==> src/rtl/io_irq_bridge.sv <==
// Peripheral-side processor I/O bridge: prioritised IRQ pulse generator, input word FIFO, output capture register.
// Define IRQ_SYNC_EN to pass ext_irq through a two-flop synchronizer before edge detection.
module io_irq_bridge #(
  parameter int DATA_W       = 16,
  parameter int NUM_IRQ      = 4,
  parameter int IN_DEPTH     = 4,
  parameter int IRQ_PULSE    = 2,
  parameter int GUARD_CYCLES = 4
) (
  input  logic                       clk,
  input  logic                       rst,
  input  logic [NUM_IRQ-1:0]         ext_irq,
  output logic                       interrupt_signal,
  output logic [$clog2(NUM_IRQ)-1:0] irq_id,
  input  logic                       ext_in_valid,
  input  logic [DATA_W-1:0]          ext_in_data,
  output logic                       ext_in_ready,
  output logic [DATA_W-1:0]          input_port,
  input  logic                       in_pop,
  output logic                       in_empty,
  input  logic [DATA_W-1:0]          out_port,
  input  logic                       out_wr,
  output logic [DATA_W-1:0]          ext_out_data,
  output logic                       ext_out_valid,
  input  logic                       ext_out_ready,
  output logic                       out_overrun,
  input  logic                       ovr_clr
);

  localparam int ID_W    = $clog2(NUM_IRQ);
  localparam int CNT_MAX = (IRQ_PULSE > GUARD_CYCLES) ? IRQ_PULSE : GUARD_CYCLES;
  localparam int CNT_W   = $clog2(CNT_MAX + 1);
  localparam int PTR_W   = $clog2(IN_DEPTH);
  localparam int FCNT_W  = $clog2(IN_DEPTH + 1);

  localparam logic [1:0] IDLE   = 2'd0;
  localparam logic [1:0] ASSERT = 2'd1;
  localparam logic [1:0] GUARD  = 2'd2;

  logic [NUM_IRQ-1:0] irq_c;

`ifdef IRQ_SYNC_EN
  logic [NUM_IRQ-1:0] sync1_q, sync2_q;
  always_ff @(posedge clk or negedge rst) begin
    if (!rst) begin
      sync1_q <= '0;
      sync2_q <= '0;
    end else begin
      sync1_q <= ext_irq;
      sync2_q <= sync1_q;
    end
  end
  assign irq_c = sync2_q;
`else
  assign irq_c = ext_irq;
`endif

  // ---------------- interrupt request path ----------------
  logic [NUM_IRQ-1:0] irq_prev_q, irq_prev_d, pending_q, pending_d, clr, rise;
  logic [1:0]         state_q, state_d;
  logic [CNT_W-1:0]   cnt_q, cnt_d;
  logic [ID_W-1:0]    irq_id_q, irq_id_d, pick;
  logic               int_sig_q, int_sig_d;

  // NOTE: every always_comb output gets a default first so no path can infer a latch.
  always_comb begin
    state_d    = state_q;
    cnt_d      = cnt_q;
    irq_id_d   = irq_id_q;
    clr        = '0;
    pick       = '0;
    irq_prev_d = irq_c;
    rise       = irq_c & ~irq_prev_q;
    for (int i = NUM_IRQ - 1; i >= 0; i--) begin
      if (pending_q[i]) pick = ID_W'(i);
    end
    case (state_q)
      IDLE: begin
        if (|pending_q) begin
          state_d     = ASSERT;
          irq_id_d    = pick;
          clr[pick]   = 1'b1;
          cnt_d       = CNT_W'(IRQ_PULSE - 1);
        end
      end
      ASSERT: begin
        if (cnt_q == '0) begin
          state_d = GUARD;
          cnt_d   = CNT_W'(GUARD_CYCLES - 1);
        end else begin
          cnt_d = cnt_q - CNT_W'(1);
        end
      end
      GUARD: begin
        if (cnt_q == '0) state_d = IDLE;
        else             cnt_d   = cnt_q - CNT_W'(1);
      end
      default: state_d = IDLE;
    endcase
    // A fresh edge on the line being granted keeps it pending.
    pending_d = (pending_q & ~clr) | rise;
    int_sig_d = (state_d == ASSERT);
  end

  // NOTE: sequential state uses non-blocking assignments only.
  always_ff @(posedge clk or negedge rst) begin
    if (!rst) begin
      irq_prev_q <= '0;
      pending_q  <= '0;
      state_q    <= IDLE;
      cnt_q      <= '0;
      irq_id_q   <= '0;
      int_sig_q  <= 1'b0;
    end else begin
      irq_prev_q <= irq_prev_d;
      pending_q  <= pending_d;
      state_q    <= state_d;
      cnt_q      <= cnt_d;
      irq_id_q   <= irq_id_d;
      int_sig_q  <= int_sig_d;
    end
  end

  assign interrupt_signal = int_sig_q;
  assign irq_id           = irq_id_q;

  // ---------------- input FIFO ----------------
  logic [DATA_W-1:0] mem_q [IN_DEPTH];
  logic [PTR_W-1:0]  wr_ptr_q, wr_ptr_d, rd_ptr_q, rd_ptr_d;
  logic [FCNT_W-1:0] count_q, count_d;
  logic              push, pop, full, empty;

  always_comb begin
    full     = (count_q == FCNT_W'(IN_DEPTH));
    empty    = (count_q == '0);
    push     = ext_in_valid & ~full;
    pop      = in_pop & ~empty;
    wr_ptr_d = push ? wr_ptr_q + PTR_W'(1) : wr_ptr_q;
    rd_ptr_d = pop  ? rd_ptr_q + PTR_W'(1) : rd_ptr_q;
    count_d  = count_q;
    case ({push, pop})
      2'b10:   count_d = count_q + FCNT_W'(1);
      2'b01:   count_d = count_q - FCNT_W'(1);
      default: count_d = count_q;
    endcase
  end

  always_ff @(posedge clk or negedge rst) begin
    if (!rst) begin
      wr_ptr_q <= '0;
      rd_ptr_q <= '0;
      count_q  <= '0;
    end else begin
      wr_ptr_q <= wr_ptr_d;
      rd_ptr_q <= rd_ptr_d;
      count_q  <= count_d;
    end
  end

  // NOTE: storage is not reset; the zero count already marks every entry invalid.
  always_ff @(posedge clk) begin
    if (push) mem_q[wr_ptr_q] <= ext_in_data;
  end

  assign ext_in_ready = ~full;
  assign in_empty     = empty;
  assign input_port   = empty ? '0 : mem_q[rd_ptr_q];

  // ---------------- output capture ----------------
  logic [DATA_W-1:0] out_data_q, out_data_d;
  logic              out_valid_q, out_valid_d, ovr_q, ovr_d;

  always_comb begin
    out_data_d  = out_wr ? out_port : out_data_q;
    out_valid_d = out_wr | (out_valid_q & ~ext_out_ready);
    // Overwriting an unaccepted word outranks a simultaneous clear.
    if (out_wr && out_valid_q && !ext_out_ready) ovr_d = 1'b1;
    else if (ovr_clr)                            ovr_d = 1'b0;
    else                                         ovr_d = ovr_q;
  end

  always_ff @(posedge clk or negedge rst) begin
    if (!rst) begin
      out_data_q  <= '0;
      out_valid_q <= 1'b0;
      ovr_q       <= 1'b0;
    end else begin
      out_data_q  <= out_data_d;
      out_valid_q <= out_valid_d;
      ovr_q       <= ovr_d;
    end
  end

  assign ext_out_data  = out_data_q;
  assign ext_out_valid = out_valid_q;
  assign out_overrun   = ovr_q;

endmodule

==> config.mk <==
export PLATFORM = sky130hd
export DESIGN_NAME = io_irq_bridge
export DESIGN_NICKNAME = d
export VERILOG_FILES = /design/src/rtl/io_irq_bridge.sv
export SDC_FILE = /design/constraint.sdc
export NUM_CORES = 1
export LEC_CHECK = 0
export CAP_MARGIN = 10
export CORE_ASPECT_RATIO = 0.8
export CORE_MARGIN = 2
export CORE_UTILIZATION = 37
export DETAILED_ROUTE_END_ITERATION = 12
export GPL_ROUTABILITY_DRIVEN = 0
export PLACE_DENSITY = 0.73
export SLEW_MARGIN = 20
export SYNTH_ARGS = -nofsm -noshare
export SYNTH_HDL_FRONTEND = slang
export SYNTH_SLANG_ARGS = --single-unit
==> constraint.sdc <==
create_clock -name clk -period 1.7 [get_ports clk]
set_input_delay 0.17 -clock clk [delete_from_list [all_inputs] [get_ports clk]]
set_output_delay 0.17 -clock clk [all_outputs]
set_load 0.05 [all_outputs]
==> flow_summary.toml <==
[synth]
synth_compound_area_frac = 0.0429
ys_seq_elements = 105
synthSimpleGateAreaFrac = 0.0624
synth_xor_area_frac = 0.0122
synth_nets = 312
synth_area_per_cell_um2 = 16.7
synth_top_flop_cell = "edfxtp_1"
postSynth.asyncResetShare = 0.390
synth-edff-count = 64
synth.distinct_cells = 35
yosysSeqAreaShare = 0.687
synthAdderAreaFrac = 0.0367
synthMuxAreaShare = 0.129
synthesis.area_um2 = 4290
yosysWarnings = 0
synth_top_family_by_area = "multiplexers"
syn-instance-count = 257

[floorplanning]
ioPinCount = 82
start_util = 0.375
coreArea_um2 = 11400
die_h_um = 100
die-area_um2 = 12500
die_w_um = 124
num_rows = 35

[grt]
antenna_found_initial = 0
grt_max_degree = 42
grt_pass1_vias = 2628
grt.overflow.total = 0
grt_pass1_wl_um = 13400
grt_util_all_layers = 0.137

[outcome]
run_status = "complete, but fails checks"
violations = "setup timing"

[worst_setup_path]
end_kind = "output port"
cp_cell_sequence = "clkbuf_16, mux4_2, nor2b_1, buf_6"
critPathBufInv = 2
worst_path_largest_cell_delay_ns = 0.48
worstPathRequired_ns = 1.53
reg2reg_to = "count_q[2]"
cpMaxStageDelayCell = "mux4_2"
worstSetupPathType = "flop to output port"
r2r-start = "count_q[1]"
cpLargestDelayFamily = "multiplexers"
cp_max_fo = 7
r2r_slack_ns = -0.07
reg2reg_depth = 10
start_kind = "flop"
worstPathArrival_ns = 1.79

[finish]
antennaDiodeCount = 0
syn_to_final_growth_pct = 40.9
seq_area_um2 = 2950
instances_no_fill = 526
drive_gt1_frac = 0.347
n_fill_cell = 917
nets = 428
mostFrequentLayoutCells = "edfxtp_1, clkdlybuf4s50_1, dfrtp_1"
multi_input_area_um2 = 1330
fin_util = 0.529
final_common_cell = "edfxtp_1"

[route]
first_pass_iters = 4
remaining_drc_errors = 0
avgViaCountPerCell = 4.72
drtIter0Drc = 145
final_antenna_net_count = 0
route.vias.total = 2481
wl_per_cell_um = 15.7
drt_wl_total_um = 8270

[hold_path]
holdPathEnd = "irq_prev_q[1]"
holdCritPathClass = "input pin to flop"
hp-start = "ext_irq[1]"
min_path_cells = 1

[flow_run]
drv_cap = 0

[cts]
cts-root-buf = "clkbuf_16"
cts_buffers = 9
clk_path_buf_depth = 2
cts.clk_slew.worst_paths_ns = 0.08
clkSinkCount = 105
cts_tree = "yes"
worstSkewPairLatency_ns = 0.34
htreeDepth = 3

[placed_design]
place_hpwl_um = 5590
dp.cells = 501
io_buffers = 81

[timing]
slew_viol_final = 0
finalHoldViolCount = 0
worst_slack_ns = -0.258
rsz0062_at_grt = "yes"
worst_pin_slew_ns = 0.521
setup-violations-final = 17
fmaxAchievable_mhz = 511
skew_ns = 0.0132
final.min_clock_period_ns = 1.96
fin_crit_sh = 1.15
maxSlewHeadroom = 0.652

[pwr]
leakagePower_nw = 2.46
ir_worst_vdd_v = 0.000621
power_mw = 10.1
power_density_nw_per_um2 = 1670
## synth_stat cells, types with 2 or more instances
cell	count	area share
edfxtp_1	64	0.45
dfrtp_1	41	0.24
inv_1	20	0.017
nor2b_1	20	0.029
mux2_2	17	0.045
mux4_2	16	0.084
ha_1	11	0.032
a21oi_1	8	0.0093
nor2_1	8	0.0070
o21ai_0	8	0.0093
nand2_1	7	0.0061
and3_1	4	0.0058
buf_2	4	0.0047
xnor2_1	3	0.0061
xor2_1	3	0.0061
a21o_1	2	0.0035
buf_6	2	0.0052
nand2b_1	2	0.0029
## flip-flops by register name, indices dropped and copies added, names as in the netlist
register and flops:
irq_prev_q 4, wr_ptr_q 2, cnt_q 3, mem_q 64
count_q 3, ext_out_valid 1, irq_id 2, pending_q 4
state_q 2, ext_out_data 16, out_overrun 1, rd_ptr_q 2
interrupt_signal 1
## power by group
| group | switching (mW) | internal [mW] |
|---|---|---|
| logic | 2.55 | 2.13 |
| clock network | 0.975 | 1.03 |
| registers | 0.209 | 3.20 |
## through the flow
stage                     instance area, um^2  hold slack, ns  setup TNS, ns  setup slack [ns]
after global placement                   5500           0.261         -0.209            -0.163
after global routing                     6040           0.299          -4.77            -0.313
final                                    6040           0.290          -3.80            -0.258
after CTS                                5950           0.280          -4.46            -0.284
after detailed placement                 5500           0.262         -0.320            -0.213
after floorplan                          4350          -0.126          -1.07            -0.229
## per-layer routing
layer	GRT usage	vias up	share of wire
li1	-	1171	-
met3	0.0490	10	0.059
met2	0.237	66	0.50
met5	0	-	0
met1	0.168	1234	0.43
met4	0.0294	0	0.0091
## kinds of logic (layout without fill, tap and decap cells)
group,Yosys count,in the layout
AOI/OAI and AO/OA,27,27
xor gates and xnor gates,6,6
adders and majority gates,12,12
buffers and inverters,28,149
DFF,105,105
muxes,33,33
and+or+nand+nor,46,46
## worst reg2reg max path: cells and delay by family (launching register included)
family	cells	cell delay, ns
xor gates and xnor gates	2	0.28
and+or+nand+nor	3	0.33
adders and majority gates	2	0.46
DFF	1	0.44
buffers and inverters	3	0.19
## repair_timing
item / 4_1_cts / 5_1_grt
buffers inserted: 2 / 5
pin swaps: 3 / 1
hold buffers: 1 / 0
endpoints found under the setup margin: 21 / 34
gates cloned: 1 / 0
resized for setup: 28 / 23
hold endpoints to repair: 41 / 0
## final cells by class
class | count | area share
multi-input cells | 124 | 0.220
repair buffers | 113 | 0.200
clock inverters | 7 | 0.0120
inverters | 20 | 0.0124
clock buffers | 9 | 0.0373
flip-flops and latches | 105 | 0.488
well taps | 148 | 0.0306
## worst max path at each step
| stage | startpoint | to | slack [ns] | cells after the start |
|---|---|---|---|---|
| final | rd_ptr_q[0] | input_port[4] | -0.26 | 4 |
| after global routing | rd_ptr_q[0] | input_port[15] | -0.31 | 4 |
| after CTS | rd_ptr_q[0] | input_port[11] | -0.28 | 4 |
| after detailed placement | in_pop | count_q[2] | -0.21 | 8 |
| after global placement | in_pop | count_q[2] | -0.16 | 8 |
| after floorplan | count_q[0] | count_q[2] | -0.23 | 10 |
Note: power is estimated with default switching activity, not from simulation.
